[src/rtl/fleet_placement_ctrl_pkg.sv]
// Shared codes for the placement controller and the 8x8 cell memory it drives.
package fleet_placement_ctrl_pkg;

  localparam logic [1:0] PS_IDLE  = 2'd0;
  localparam logic [1:0] PS_PLACE = 2'd1;
  localparam logic [1:0] PS_SHOOT = 2'd2;

  localparam logic [3:0] CELL_EMPTY             = 4'd0;
  localparam logic [3:0] CELL_PREVIEW_OVER_SHIP = 4'd1;
  localparam logic [3:0] CELL_SHIP              = 4'd4;
  localparam logic [3:0] CELL_HIT               = 4'd5;
  localparam logic [3:0] CELL_PREVIEW           = 4'd7;
  localparam logic [3:0] CELL_INVALID           = 4'd10;

  // Ship 0 sits in bits [3:0]: the default fleet places lengths 4,3,3,2,2.
  localparam int         NUM_SHIPS_DEFAULT = 5;
  localparam logic [19:0] FLEET_DEFAULT    = {4'd2, 4'd2, 4'd3, 4'd3, 4'd4};

  typedef enum logic [2:0] {
    ST_IDLE    = 3'd0,
    ST_PREVIEW = 3'd1,
    ST_COMMIT  = 3'd2,
    ST_ACK     = 3'd3,
    ST_NEXT    = 3'd4,
    ST_SHOOT   = 3'd5
  } fsm_state_t;

endpackage

[src/rtl/fleet_placement_ctrl_if.sv]
// Controller <-> cell memory bus. we is a full-cycle level; the memory writes on the
// negedge inside it and answers with a one-cycle ship_placed pulse.
interface fleet_placement_ctrl_if;
  logic [1:0] play_status;
  logic [3:0] dimension;
  logic       direction;
  logic       we;
  logic [3:0] new_value;
  logic       ship_placed;

  modport master (
    output play_status, dimension, direction, we, new_value,
    input  ship_placed
  );

  modport slave (
    input  play_status, dimension, direction, we, new_value,
    output ship_placed
  );
endinterface

[src/rtl/fleet_placement_ctrl_btn_edge_sync.sv]
// Two-flop synchroniser for an asynchronous button level plus a rising-edge pulse.
module btn_edge_sync (
  input  logic clk_in,
  input  logic rst_n,
  input  logic btn,
  output logic pulse
);
  logic s1_q, s2_q, prev_q;

  always_ff @(posedge clk_in or negedge rst_n) begin
    if (!rst_n) begin
      s1_q   <= 1'b0;
      s2_q   <= 1'b0;
      prev_q <= 1'b0;
    end else begin
      s1_q   <= btn;
      s2_q   <= s1_q;
      prev_q <= s2_q;
    end
  end

  assign pulse = s2_q & ~prev_q;
endmodule

[src/rtl/fleet_placement_ctrl.sv]
// Game sequencer: idle -> fleet placement (preview/commit/ack per ship) -> shooting.
// All outputs are registered from the next-state decode.
module fleet_placement_ctrl
  import fleet_placement_ctrl_pkg::*;
#(
  parameter int                         NUM_SHIPS  = NUM_SHIPS_DEFAULT,
  parameter logic [4*NUM_SHIPS-1:0]     FLEET      = FLEET_DEFAULT,
  parameter int                         ACK_WAIT   = 2,
  parameter logic [3:0]                 SHOT_VALUE = CELL_HIT
) (
  input  logic                  clk_in,
  input  logic                  rst_n,
  input  logic                  start,
  input  logic                  abort,
  input  logic                  click,
  input  logic                  rotate,
  fleet_placement_ctrl_if.master mem,
  output logic [2:0]            ship_idx,
  output logic                  reject,
  output logic                  fleet_done,
  output fsm_state_t            state_dbg
);
  localparam int              CW       = $clog2(ACK_WAIT + 1);
  localparam logic [CW-1:0]   ACK_MAX  = CW'(ACK_WAIT);
  localparam logic [2:0]      LAST_IDX = 3'(NUM_SHIPS - 1);

  logic start_p, abort_p, click_p, rotate_p;

  btn_edge_sync u_start  (.clk_in(clk_in), .rst_n(rst_n), .btn(start),  .pulse(start_p));
  btn_edge_sync u_abort  (.clk_in(clk_in), .rst_n(rst_n), .btn(abort),  .pulse(abort_p));
  btn_edge_sync u_click  (.clk_in(clk_in), .rst_n(rst_n), .btn(click),  .pulse(click_p));
  btn_edge_sync u_rotate (.clk_in(clk_in), .rst_n(rst_n), .btn(rotate), .pulse(rotate_p));

  fsm_state_t    state_q, state_n;
  logic [2:0]    idx_q, idx_n;
  logic          dir_q, dir_n;
  logic [CW-1:0] cnt_q, cnt_n, cnt_inc;
  logic [1:0]    ps_q, ps_n;
  logic [3:0]    dim_q, dim_n, nv_q, nv_n;
  logic          we_q, we_n, rej_q, rej_n, done_q, done_n, shot;

  function automatic logic [3:0] fleet_len(input logic [2:0] i);
    fleet_len = 4'd0;
    for (int k = 0; k < NUM_SHIPS; k++)
      if (i == 3'(k)) fleet_len = FLEET[4*k +: 4];
  endfunction

  always_ff @(posedge clk_in or negedge rst_n) begin
    if (!rst_n) begin
      state_q <= ST_IDLE;
      idx_q   <= '0;
      dir_q   <= 1'b0;
      cnt_q   <= '0;
      ps_q    <= PS_IDLE;
      dim_q   <= '0;
      we_q    <= 1'b0;
      nv_q    <= '0;
      rej_q   <= 1'b0;
      done_q  <= 1'b0;
    end else begin
      state_q <= state_n;
      idx_q   <= idx_n;
      dir_q   <= dir_n;
      cnt_q   <= cnt_n;
      ps_q    <= ps_n;
      dim_q   <= dim_n;
      we_q    <= we_n;
      nv_q    <= nv_n;
      rej_q   <= rej_n;
      done_q  <= done_n;
    end
  end

  always_comb begin
    state_n = state_q;
    idx_n   = idx_q;
    dir_n   = dir_q;
    cnt_n   = cnt_q;
    rej_n   = 1'b0;
    shot    = 1'b0;
    cnt_inc = (cnt_q == ACK_MAX) ? cnt_q : cnt_q + 1'b1;

    if (abort_p) begin
      state_n = ST_IDLE;
      idx_n   = '0;
      dir_n   = 1'b0;
      cnt_n   = '0;
    end else begin
      case (state_q)
        ST_IDLE: if (start_p) begin
          state_n = ST_PREVIEW;
          idx_n   = '0;
          dir_n   = 1'b0;
        end
        // Rotate wins over a same-cycle click so a commit never uses a stale direction.
        ST_PREVIEW: begin
          if (rotate_p)     dir_n   = ~dir_q;
          else if (click_p) state_n = ST_COMMIT;
        end
        ST_COMMIT: begin
          state_n = ST_ACK;
          cnt_n   = '0;
        end
        ST_ACK: begin
          if (mem.ship_placed) begin
            state_n = ST_NEXT;
          end else if (cnt_inc == ACK_MAX) begin
            state_n = ST_PREVIEW;
            rej_n   = 1'b1;
            cnt_n   = '0;
          end else begin
            cnt_n = cnt_inc;
          end
        end
        ST_NEXT: begin
          if (idx_q == LAST_IDX) state_n = ST_SHOOT;
          else begin
            state_n = ST_PREVIEW;
            idx_n   = idx_q + 3'd1;
          end
        end
        ST_SHOOT: shot = click_p;
        default:  state_n = ST_IDLE;
      endcase
    end

    case (state_n)
      ST_IDLE:  ps_n = PS_IDLE;
      ST_SHOOT: ps_n = PS_SHOOT;
      default:  ps_n = PS_PLACE;
    endcase
    dim_n  = (state_n == ST_IDLE || state_n == ST_SHOOT) ? 4'd0 : fleet_len(idx_n);
    we_n   = (state_n == ST_COMMIT) || shot;
    nv_n   = shot ? SHOT_VALUE : 4'd0;
    done_n = (state_n == ST_SHOOT);
  end

  assign mem.play_status = ps_q;
  assign mem.dimension   = dim_q;
  assign mem.direction   = dir_q;
  assign mem.we          = we_q;
  assign mem.new_value   = nv_q;
  assign ship_idx        = idx_q;
  assign reject          = rej_q;
  assign fleet_done      = done_q;
  assign state_dbg       = state_q;
endmodule

[src/flat_wrapper.sv]
// flat-port wrapper written by rule: the top's interface ports become plain ports
module fleet_placement_ctrl_flat import fleet_placement_ctrl_pkg::*;
#(
  parameter int                         NUM_SHIPS  = NUM_SHIPS_DEFAULT,
  parameter logic [4*NUM_SHIPS-1:0]     FLEET      = FLEET_DEFAULT,
  parameter int                         ACK_WAIT   = 2,
  parameter logic [3:0]                 SHOT_VALUE = CELL_HIT
)
  (clk_in, rst_n, start, abort, click, rotate, ship_idx, reject, fleet_done, state_dbg, mem_play_status, mem_dimension, mem_direction, mem_we, mem_new_value, mem_ship_placed);
  fleet_placement_ctrl_if mem_i ();
  input  logic clk_in;
  input  logic rst_n;
  input  logic start;
  input  logic abort;
  input  logic click;
  input  logic rotate;
  output logic [2:0] ship_idx;
  output logic reject;
  output logic fleet_done;
  output fsm_state_t state_dbg;
  output wire logic [$bits(mem_i.play_status)-1:0] mem_play_status;
  output wire logic [$bits(mem_i.dimension)-1:0] mem_dimension;
  output wire logic [$bits(mem_i.direction)-1:0] mem_direction;
  output wire logic [$bits(mem_i.we)-1:0] mem_we;
  output wire logic [$bits(mem_i.new_value)-1:0] mem_new_value;
  input wire logic [$bits(mem_i.ship_placed)-1:0] mem_ship_placed;
  assign mem_play_status = mem_i.play_status;
  assign mem_dimension = mem_i.dimension;
  assign mem_direction = mem_i.direction;
  assign mem_we = mem_i.we;
  assign mem_new_value = mem_i.new_value;
  assign mem_i.ship_placed = mem_ship_placed;
  fleet_placement_ctrl #(.NUM_SHIPS(NUM_SHIPS), .FLEET(FLEET), .ACK_WAIT(ACK_WAIT), .SHOT_VALUE(SHOT_VALUE)) u_core (.clk_in(clk_in), .rst_n(rst_n), .start(start), .abort(abort), .click(click), .rotate(rotate), .mem(mem_i), .ship_idx(ship_idx), .reject(reject), .fleet_done(fleet_done), .state_dbg(state_dbg));
endmodule
[config.mk]
export PLATFORM = sky130hd
export DESIGN_NAME = fleet_placement_ctrl_flat
export DESIGN_NICKNAME = d
export VERILOG_FILES = /design/src/rtl/fleet_placement_ctrl_pkg.sv /design/src/rtl/fleet_placement_ctrl_if.sv /design/src/rtl/fleet_placement_ctrl_btn_edge_sync.sv /design/src/rtl/fleet_placement_ctrl.sv /design/src/flat_wrapper.sv
export SDC_FILE = /design/constraint.sdc
export NUM_CORES = 1
export LEC_CHECK = 0
export ABC_AREA = 1
export BUFFER_PORTS_ARGS = -buffer_cell sky130_fd_sc_hd__buf_4
export CORE_UTILIZATION = 50
export CTS_CLUSTER_SIZE = 20
export DETAILED_ROUTE_END_ITERATION = 8
export GPL_TIMING_DRIVEN = 0
export PLACE_DENSITY = 0.7
export SLEW_MARGIN = 10
export SYNTH_ARGS = -nofsm -noshare
export SYNTH_HDL_FRONTEND = slang
export SYNTH_SLANG_ARGS = --single-unit
export TNS_END_PERCENT = 10
[constraint.sdc]
create_clock -name clk_in -period 1.5 [get_ports clk_in]
set_input_delay 0.075 -clock clk_in [delete_from_list [all_inputs] [get_ports clk_in]]
set_output_delay 0.075 -clock clk_in [all_outputs]
set_load 0.005 [all_outputs]
==> reports/results.tsv, run 1 <==
stage	metric	value	unit
run_status	status	complete, no violations	
detailed_routing	drtPass1Iterations	4	
synthesis	synth_compound_area_frac	0.0220	
synthesis	synth-xor-area-share	0	
grt	grt_pass1_vias	948	
synthesis	syn_area	1360	um^2
clocking	clk_path_buf_depth	2	
setup_path	rrSetupSlack	40	ps
grt	grt_pass1_wl	3970	um
detailed_routing	wirelength	2540	um
timing	fin_ws	44.0	ps
grt	grt.total_usage	0.200	
setup_path	crit_arrival	1670	ps
clocking	clkSinkCount	30	
placed_design	pre_cts_ws	36.3	ps
placed_design	hpwlAfterDp	1720	um
worst_hold_path	worstHoldPathCells	4	
detailed_routing	ant_nets	0	
timing	fin_skew	13.5	ps
worst_hold_path	hold-path-endpoint	u_core.reject	
worst_hold_path	hp-class	primary input to register	
die	die_area	2940	um^2
detailed_routing	wl_per_cell	11.4	um
synthesis	synthMuxAreaShare	0	
detailed_routing	drt_drc_violations_left	0	
pwr	p_per_area	1230	nW/um^2
clocking	cts-root-buf	clkbuf_4	
clocking	cts_tree	yes	
clocking	clk_latency	320	ps
detailed_routing	vias_per_cell	4.71	
grt	grt_max_degree	31	
placed_design	numPortBuffers	23	
setup_path	cp.required	1710	ps
timing	rsz0062_at_grt	true	
layout	area_delta_synth_final	33.4	%
pwr	vdd_drop_max	826	uV
layout	fillers	185	
synthesis	synth_top_family_by_area	simple AND/OR/NAND/NOR gates	
synthesis	synthDistinctLibCells	22	
setup_path	start_kind	register	
die	ios	27	
timing	fin_crit	1460	ps
clocking	cts_made_buffers	5	
setup_path	cp_max_fo	8	
grt	grt.overflow.total	0	
detailed_routing	dr_total_vias	1051	
timing	fmax	0.687	GHz
setup_path	crit-reg2reg-capture	u_core.mem.play_status[0]	
layout	antenna_cells	0	
die	rows	18	
grt	antenna_found_initial	0	
die	die_width	54.2	um
flow_run	drv_cap	0	
layout	layout-drive-gt1-share	0.435	
setup_path	critical_path_class	register to register	
layout	final_common_cell	buf_4	
clocking	htree_levels	2	
synthesis	ys_seq_area_frac	0.551	
synthesis	synth-simple-area-share	0.276	
setup_path	rr_worst_depth	11	
setup_path	reg2reg_from	u_core.state_dbg[2]	
synthesis	synth_warnings	0	
synthesis	synthCells	152	
pwr	power.total	2.23	mW
worst_hold_path	min-delay-start	mem_ship_placed	
timing	finalHoldViolCount	0	
placed_design	gp_congestion	0.851	
setup_path	cp-end-kind	register	
synthesis	synth_seq_cells	30	
timing	whs	81.3	ps
timing	drv_slew	0	
synthesis	synthAdderAreaFrac	0.0275	
layout	nNetsFinal	202	
die	core	2520	um^2
die	die_y	54.2	um
timing	finalCritPeriodShare	0.971	
detailed_routing	drt_iter0_drc	14	
clocking	clkTransAtPathRegs	100	ps
pwr	leakagePower	1.00	nW
layout	final_cell_mix	buf_4, dfrtp_1, nand2_1	
layout	post-route-util	0.721	
synthesis	avgSynthCellArea	8.96	um^2
die	start_util	0.540	
timing	setup_viol	0	
-- where the power goes --
part           internal [mW]  leakage (nW)  total (mW)  switching, mW
combinational          0.333         0.585       0.742          0.409
clock                  0.227        0.0353       0.490          0.263
sequential             0.909         0.382        1.00         0.0916
total                   1.47          1.00        2.23          0.764
-- state kept, by name, indices dropped and copies added, names as in the netlist --
name / cells
u_core.u_rotate.s1_q: 1
u_core.mem.dimension: 3
u_core.mem.we: 1
u_core.u_abort.s2_q: 1
u_core.u_start.s1_q: 1
u_core.u_click.s1_q: 1
u_core.u_rotate.s2_q: 1
u_core.u_start.s2_q: 1
u_core.u_start.prev_q: 1
u_core.mem.new_value: 1
u_core.mem.direction: 1
u_core.cnt_q: 2
u_core.state_dbg: 3
u_core.u_click.prev_q: 1
u_core.u_abort.s1_q: 1
u_core.u_click.s2_q: 1
u_core.fleet_done: 1
u_core.u_abort.prev_q: 1
u_core.mem.play_status: 2
u_core.reject: 1
u_core.u_rotate.prev_q: 1
u_core.ship_idx: 3
-- cell usage after synthesis --
cell	instances	area (um^2)
o21bai_1	1	7.51
buf_4	4	30.0
nor2_4	1	11.3
nand3_2	4	40.0
inv_1	26	97.6
inv_4	1	6.26
nand3b_1	1	7.51
nand3_1	9	45.0
nand4_1	4	25.0
nor3_1	3	15.0
buf_6	1	11.3
conb_1	1	3.75
o31ai_1	1	7.51
dfrtp_1	30	751
ha_1	3	37.5
o21ai_0	1	5.00
nand2_1	32	120
nor2_2	3	18.8
inv_2	5	18.8
nor2_1	10	37.5
nand2_2	9	56.3
a21oi_1	2	10.0
-- how the worst max path moves through the flow --
stage / startpoint / cells after the start / to
floorplan: u_core.ship_idx[0] / 7 / u_core.mem.dimension[1]
global placement: u_core.state_dbg[2] / 9 / u_core.mem.dimension[2]
detailed placement: u_core.ship_idx[0] / 10 / u_core.mem.dimension[1]
CTS: u_core.cnt_q[0] / 11 / u_core.mem.dimension[1]
global route: u_core.state_dbg[2] / 10 / u_core.mem.dimension[1]
finish: u_core.state_dbg[2] / 11 / u_core.mem.play_status[0]
-- stage by stage --
stage	TNS, ps	cell area (um^2)	cells
after global routing	-68.1	1820	223
after detailed placement	0	1580	207
after CTS	0	1700	221
final	0	1820	223
after global placement	0	1580	207
after floorplan	0	1370	154
-- area by class of cell --
cell class / instances / area [um^2] / share of cell area
flip-flops and latches: 30 / 753 / 0.414
multi-input cells: 87 / 558 / 0.307
repair buffers: 31 / 245 / 0.135
inverters: 32 / 123 / 0.0674
clock buffers: 7 / 55.1 / 0.0303
plain buffers: 5 / 41.3 / 0.0227
well taps: 30 / 37.5 / 0.0206
clock inverters: 1 / 5.00 / 0.00275
-- cell families (layout without fill, tap and decap cells) --
| logic type | count (synthesis) | in the layout |
|---|---|---|
| buffers and inverters | 37 | 76 |
| flip-flops | 30 | 30 |
| other | 1 | 3 |
| AND/OR/NAND/NOR | 76 | 76 |
| adder cells (fa/ha/maj) | 3 | 3 |
| AO/OA/AOI/OAI | 5 | 5 |
-- worst max-delay path, stage by stage, from the launching register on --
cell	delay, ps
dfrtp_1	400
buf_6	140
inv_4	60
nand2_2	70
inv_1	80
nand2_1	50
nand2_1	80
nand3_2	110
nand2_2	110
nand3_4	90
nand2_4	100
inv_1	40
-- per-layer routing --
metal	track usage	vias to the layer above	wire [um]
met5	0	-	0
li1	-	532	-
met1	0.235	492	1120
met4	0.0855	0	15
met3	0.0791	2	143
met2	0.321	25	1260
-- timing repair --
action / CTS / global route
endpoints found under the hold margin: 34 / 0
hold buffers: 5 / 0
buffers inserted: 1 / 2
gates resized for setup: 0 / 29
endpoints found under the setup margin: 1 / 4
pin swaps: 0 / 12
Power figures use the tool's default switching activity.
==> inputs of run 2 (changes only) <==
==> constraint.sdc (replaced) <==
create_clock -name clk_in -period 1.9 [get_ports clk_in]
set_input_delay 0.095 -clock clk_in [delete_from_list [all_inputs] [get_ports clk_in]]
set_output_delay 0.095 -clock clk_in [all_outputs]
set_load 0.005 [all_outputs]
==> reports/results.tsv, run 2 (synthesis results as in run 1) <==
stage	metric	value	unit
run_status	status	complete, no violations	
layout	final_cell_mix	nand2_1, dfrtp_1, buf_4	
timing	fin_crit	1520	ps
timing	whs	106	ps
timing	setup_viol	0	
setup_path	reg2reg_from	u_core.ship_idx[0]	
die	rows	18	
detailed_routing	drt_drc_violations_left	0	
die	ios	27	
grt	antenna_found_initial	0	
setup_path	critical_path_class	register to register	
detailed_routing	drt_iter0_drc	10	
setup_path	cp_max_fo	5	
setup_path	cp.required	2120	ps
clocking	clk_latency	330	ps
placed_design	gp_congestion	0.851	
worst_hold_path	hold-path-endpoint	u_core.reject	
worst_hold_path	hp-class	primary input to register	
die	die_width	54.2	um
timing	fmax	0.657	GHz
clocking	cts-root-buf	clkbuf_4	
layout	fin_area	1690	um^2
flow_run	drv_cap	0	
setup_path	start_kind	register	
worst_hold_path	worstHoldPathCells	4	
layout	nNetsFinal	199	
timing	tns	0	ps
setup_path	crit_arrival	1740	ps
pwr	vdd_drop_max	664	uV
detailed_routing	ant_nets	0	
detailed_routing	drtPass1Iterations	4	
timing	drv_slew	0	
setup_path	rrSetupSlack	380	ps
die	start_util	0.540	
setup_path	crit-reg2reg-capture	u_core.mem.dimension[1]	
placed_design	placed_area	1580	um^2
placed_design	numPortBuffers	23	
layout	layout-drive-gt1-share	0.305	
timing	fin_skew	14.7	ps
detailed_routing	vias_per_cell	4.68	
die	die_area	2940	um^2
placed_design	hpwlAfterDp	1720	um
clocking	clk_path_buf_depth	2	
timing	finalCritPeriodShare	0.802	
layout	antenna_cells	0	
pwr	leakagePower	0.958	nW
setup_path	rr_worst_depth	10	
grt	grt.total_usage	0.199	
clocking	cts_resized	0	
clocking	cts_made_buffers	5	
grt	grt_pass1_wl	3960	um
clocking	clkSinkCount	30	
setup_path	crit_slowest_cell	dfrtp_1	
grt	grt.overflow.total	0	
layout	final_common_cell	nand2_1	
timing	fin_ws	377	ps
setup_path	cp_cell_sequence	inv_1, ha_1, nand2_1, nand4_1, nand2_1, inv_1, nand2_2, nand3_1, nand2_1, nor2_1	
detailed_routing	dr_total_vias	1030	
setup_path	cp-end-kind	register	
placed_design	pre_cts_ws	436	ps
clocking	htree_levels	2	
clocking	clkTransAtPathRegs	90	ps
setup_path	max_stage_delay	450	ps
setup_path	critPathMostFrequentCell	nand2_1	
die	die_y	54.2	um
timing	rsz0062_at_grt	false	
grt	grt_max_degree	31	
detailed_routing	wirelength	2350	um
clocking	cts_setup_buffers	0	
layout	area_delta_synth_final	24.1	%
detailed_routing	wl_per_cell	10.7	um
grt	grt_pass1_vias	945	
die	core	2520	um^2
timing	finalHoldViolCount	0	
clocking	cts_tree	yes	
worst_hold_path	min-delay-start	mem_ship_placed	
pwr	power.total	1.62	mW
pwr	p_per_area	961	nW/um^2
==> run 2: worst max-delay path by stage <==
stage	cells after the start	end	from	slack [ps]
floorplan	7	u_core.mem.dimension[1]	u_core.ship_idx[0]	560
finish	10	u_core.mem.dimension[1]	u_core.ship_idx[0]	380
global route	10	u_core.mem.dimension[1]	u_core.ship_idx[0]	250
global placement	9	u_core.mem.dimension[2]	u_core.state_dbg[2]	470
CTS	10	u_core.mem.dimension[1]	u_core.ship_idx[0]	390
detailed placement	10	u_core.mem.dimension[1]	u_core.ship_idx[0]	440
==> run 2: what timing repair did <==
item                                    CTS  global route
hold buffers                              5             0
endpoints found under the setup margin    0             0
hold endpoints to repair                 34             0
==> run 2: metrics by stage <==
| stage | std cells | utilization |
|---|---|---|
| finish | 220 | 0.670 |
| global route | 220 | 0.670 |
| CTS | 220 | 0.670 |
| detailed placement | 207 | 0.626 |
| global placement | 207 | 0.626 |
| floorplan | 154 | - |
==> run 2: area by class of cell <==
type	instances	area, um^2
Fill cell	203	832
Sequential cell	30	751
Multi-Input combinational cell	87	455
Timing Repair Buffer	28	223
Inverter	32	123
Clock buffer	7	55.1
Buffer	5	41.3
Tap cell	30	37.5
Clock inverter	1	5.00
==> run 2: critical path, delay by kind of cell, from the launching register on <==
kind / cells / cell delay (ps)
adder cells (fa/ha/maj): 1 / 210
AND/OR/NAND/NOR: 7 / 640
buffers and inverters: 2 / 120
flip-flops: 1 / 450
==> run 2: where the power goes <==
part	switching (mW)	internal (mW)	total, mW	leakage, nW
combinational	0.263	0.196	0.458	0.538
clock	0.208	0.179	0.387	0.0353
sequential	0.0647	0.714	0.779	0.385
==> run 2: layer usage <==
| metal | part of all wire | up-vias | wire, um | GRT usage |
|---|---|---|---|---|
| li1 | - | 532 | - | - |
| met3 | 0.059 | 2 | 139 | 0.0791 |
| met2 | 0.48 | 25 | 1130 | 0.319 |
| met5 | 0 | - | 0 | 0 |
| met4 | 0.0064 | 0 | 15 | 0.0855 |
| met1 | 0.45 | 471 | 1070 | 0.235 |
==> inputs of run 3 (changes only) <==
--- a/config.mk
+++ b/config.mk
@@ -7,11 +7,11 @@
 export LEC_CHECK = 0
 export ABC_AREA = 1
 export BUFFER_PORTS_ARGS = -buffer_cell sky130_fd_sc_hd__buf_4
-export CORE_UTILIZATION = 50
+export CORE_UTILIZATION = 48
 export CTS_CLUSTER_SIZE = 20
 export DETAILED_ROUTE_END_ITERATION = 8
 export GPL_TIMING_DRIVEN = 0
-export PLACE_DENSITY = 0.7
+export PLACE_DENSITY = 0.71
 export SLEW_MARGIN = 10
 export SYNTH_ARGS = -nofsm -noshare
 export SYNTH_HDL_FRONTEND = slang
==> constraint.sdc (replaced) <==
create_clock -name clk_in -period 1.3 [get_ports clk_in]
set_input_delay 0.065 -clock clk_in [delete_from_list [all_inputs] [get_ports clk_in]]
set_output_delay 0.065 -clock clk_in [all_outputs]
set_load 0.005 [all_outputs]
==> reports/results.tsv, run 3 (synthesis results as in run 1) <==
stage	metric	value	unit
die	die_area	3060	um^2
run_status	violations	negative setup slack	
run_status	status	finished, violations left	
timing	finalCritPeriodShare	1.11	
clocking	cts_tree	yes	
setup_path	start_kind	register	
setup_path	cp.required	1510	ps
layout	nNetsFinal	211	
clocking	clkSinkCount	30	
worst_hold_path	hp-class	primary input to register	
placed_design	hpwlAfterDp	1750	um
layout	final_common_cell	buf_4	
clocking	clkTransAtPathRegs	100	ps
timing	whs	147	ps
grt	grt.overflow.total	0	
setup_path	cp_cell_sequence	buf_6, inv_8, nand2_4, inv_2, nand2_1, nand2_1, nand3_2, nand2_2, nand3_2, nand2_2, nor2_1	
clocking	htree_levels	2	
timing	rsz0062_at_grt	true	
timing	fin_crit	1450	ps
die	rows	18	
setup_path	max_stage_delay	400	ps
clocking	clk_latency	320	ps
die	ios	27	
pwr	power.total	2.70	mW
setup_path	cp_max_fo	4	
die	core	2590	um^2
detailed_routing	wirelength	2920	um
placed_design	gp_congestion	0.825	
detailed_routing	dr_total_vias	1126	
detailed_routing	ant_nets	0	
layout	layout-drive-gt1-share	0.465	
pwr	vdd_drop_max	1120	uV
grt	top_usage_layer	met2	
detailed_routing	wl_per_cell	12.6	um
detailed_routing	vias_per_cell	4.85	
layout	area_delta_synth_final	38.5	%
timing	setup_viol	6	
detailed_routing	drt_drc_violations_left	0	
detailed_routing	drt_iter0_drc	37	
clocking	cts-root-buf	clkbuf_4	
grt	antenna_found_initial	0	
setup_path	crit_slowest_cell	dfrtp_1	
die	start_util	0.526	
timing	fmax	0.692	GHz
clocking	cts_made_buffers	5	
die	die_y	55.3	um
grt	met3_usage	0.0468	
grt	grt_pass1_wl	4910	um
setup_path	critical_path_class	register to register	
die	die_width	55.3	um
placed_design	numPortBuffers	23	
layout	antenna_cells	0	
timing	finalHoldViolCount	0	
grt	grt.total_usage	0.207	
timing	drv_slew	0	
pwr	leakagePower	1.04	nW
setup_path	cp-end-kind	register	
grt	met2_usage	0.341	
timing	fin_ws	-146	ps
setup_path	crit_arrival	1660	ps
flow_run	drv_cap	0	
grt	met1_usage	0.255	
grt	grt_max_degree	31	
timing	fin_skew	9.64	ps
pwr	p_per_area	1430	nW/um^2
grt	grt_pass1_vias	1175	
clocking	clk_path_buf_depth	2	
layout	final_cell_mix	buf_4, dfrtp_1, nand2_1	
detailed_routing	drtPass1Iterations	4	
## run 3: cell types whose count changed in the layout (fill, tap and decap cells not counted), sizes merged
| cell | delta |
|---|---|
| buf | +12 |
## run 3: worst paths after layout
check                                     start                      end  slack (ps)  cells after the start
hold reg to reg            u_core.u_rotate.s1_q     u_core.u_rotate.s2_q         350                      0
setup / recovery            u_core.state_dbg[2]  u_core.mem.dimension[2]        -150                     11
max in group asynchronous                 rst_n      u_core.state_dbg[0]         810                      2
setup reg to reg            u_core.state_dbg[2]  u_core.mem.dimension[2]        -150                     11
hold / removal                  mem_ship_placed      u_core.state_dbg[2]         150                      5
min in group asynchronous                 rst_n  u_core.mem.new_value[0]         190                      2
## run 3: area by class of cell
cell class | count | area, um^2
sequential | 30 | 754
fill | 185 | 703
multi-input combinational | 87 | 551
timing repair buffer | 40 | 313
inverter | 32 | 130
clock buffer | 7 | 55.1
buffer | 5 | 41.3
tap | 30 | 37.5
clock inverter | 1 | 5.00
## run 3: layer usage
layer  vias to the layer above  share of wire  wire length [um]
li1                        552              -                 -
met1                       530           0.44              1290
met2                        38           0.50              1450
met3                         6          0.049               142
met4                         0          0.015                44
met5                         -              0                 0
## run 3: timing repair
item | 4_1_cts | 5_1_grt
hold buffers | 5 | 0
hold endpoints to repair | 34 | 0
resized for setup | 22 | 10
pin swaps | 13 | 9
setup endpoints to repair | 8 | 11
setup buffers | 8 | 4
## run 3: stage by stage
stage / area [um^2] / util / worst slack, ps / instances / TNS, ps
detailed placement: 1590 / 0.612 / -170 / 207 / -577
floorplan: 1380 / - / -6.74 / 154 / -6.74
global route: 1890 / 0.729 / -252 / 232 / -1290
CTS: 1820 / 0.703 / -93.2 / 228 / -337
global placement: 1590 / 0.612 / -132 / 207 / -494
finish: 1890 / 0.729 / -146 / 232 / -613
## run 3: report_power, final
part / total [mW] / internal [mW] / switching (mW)
Combinational: 0.970 / 0.461 / 0.510
Sequential: 1.15 / 1.05 / 0.0982
Clock: 0.581 / 0.262 / 0.319
## run 3: worst max-delay path: cells and delay by family (launching register included)
family | cells | cell delay, ps
buffers and inverters | 3 | 260
DFF | 1 | 400
and+or+nand+nor | 8 | 670
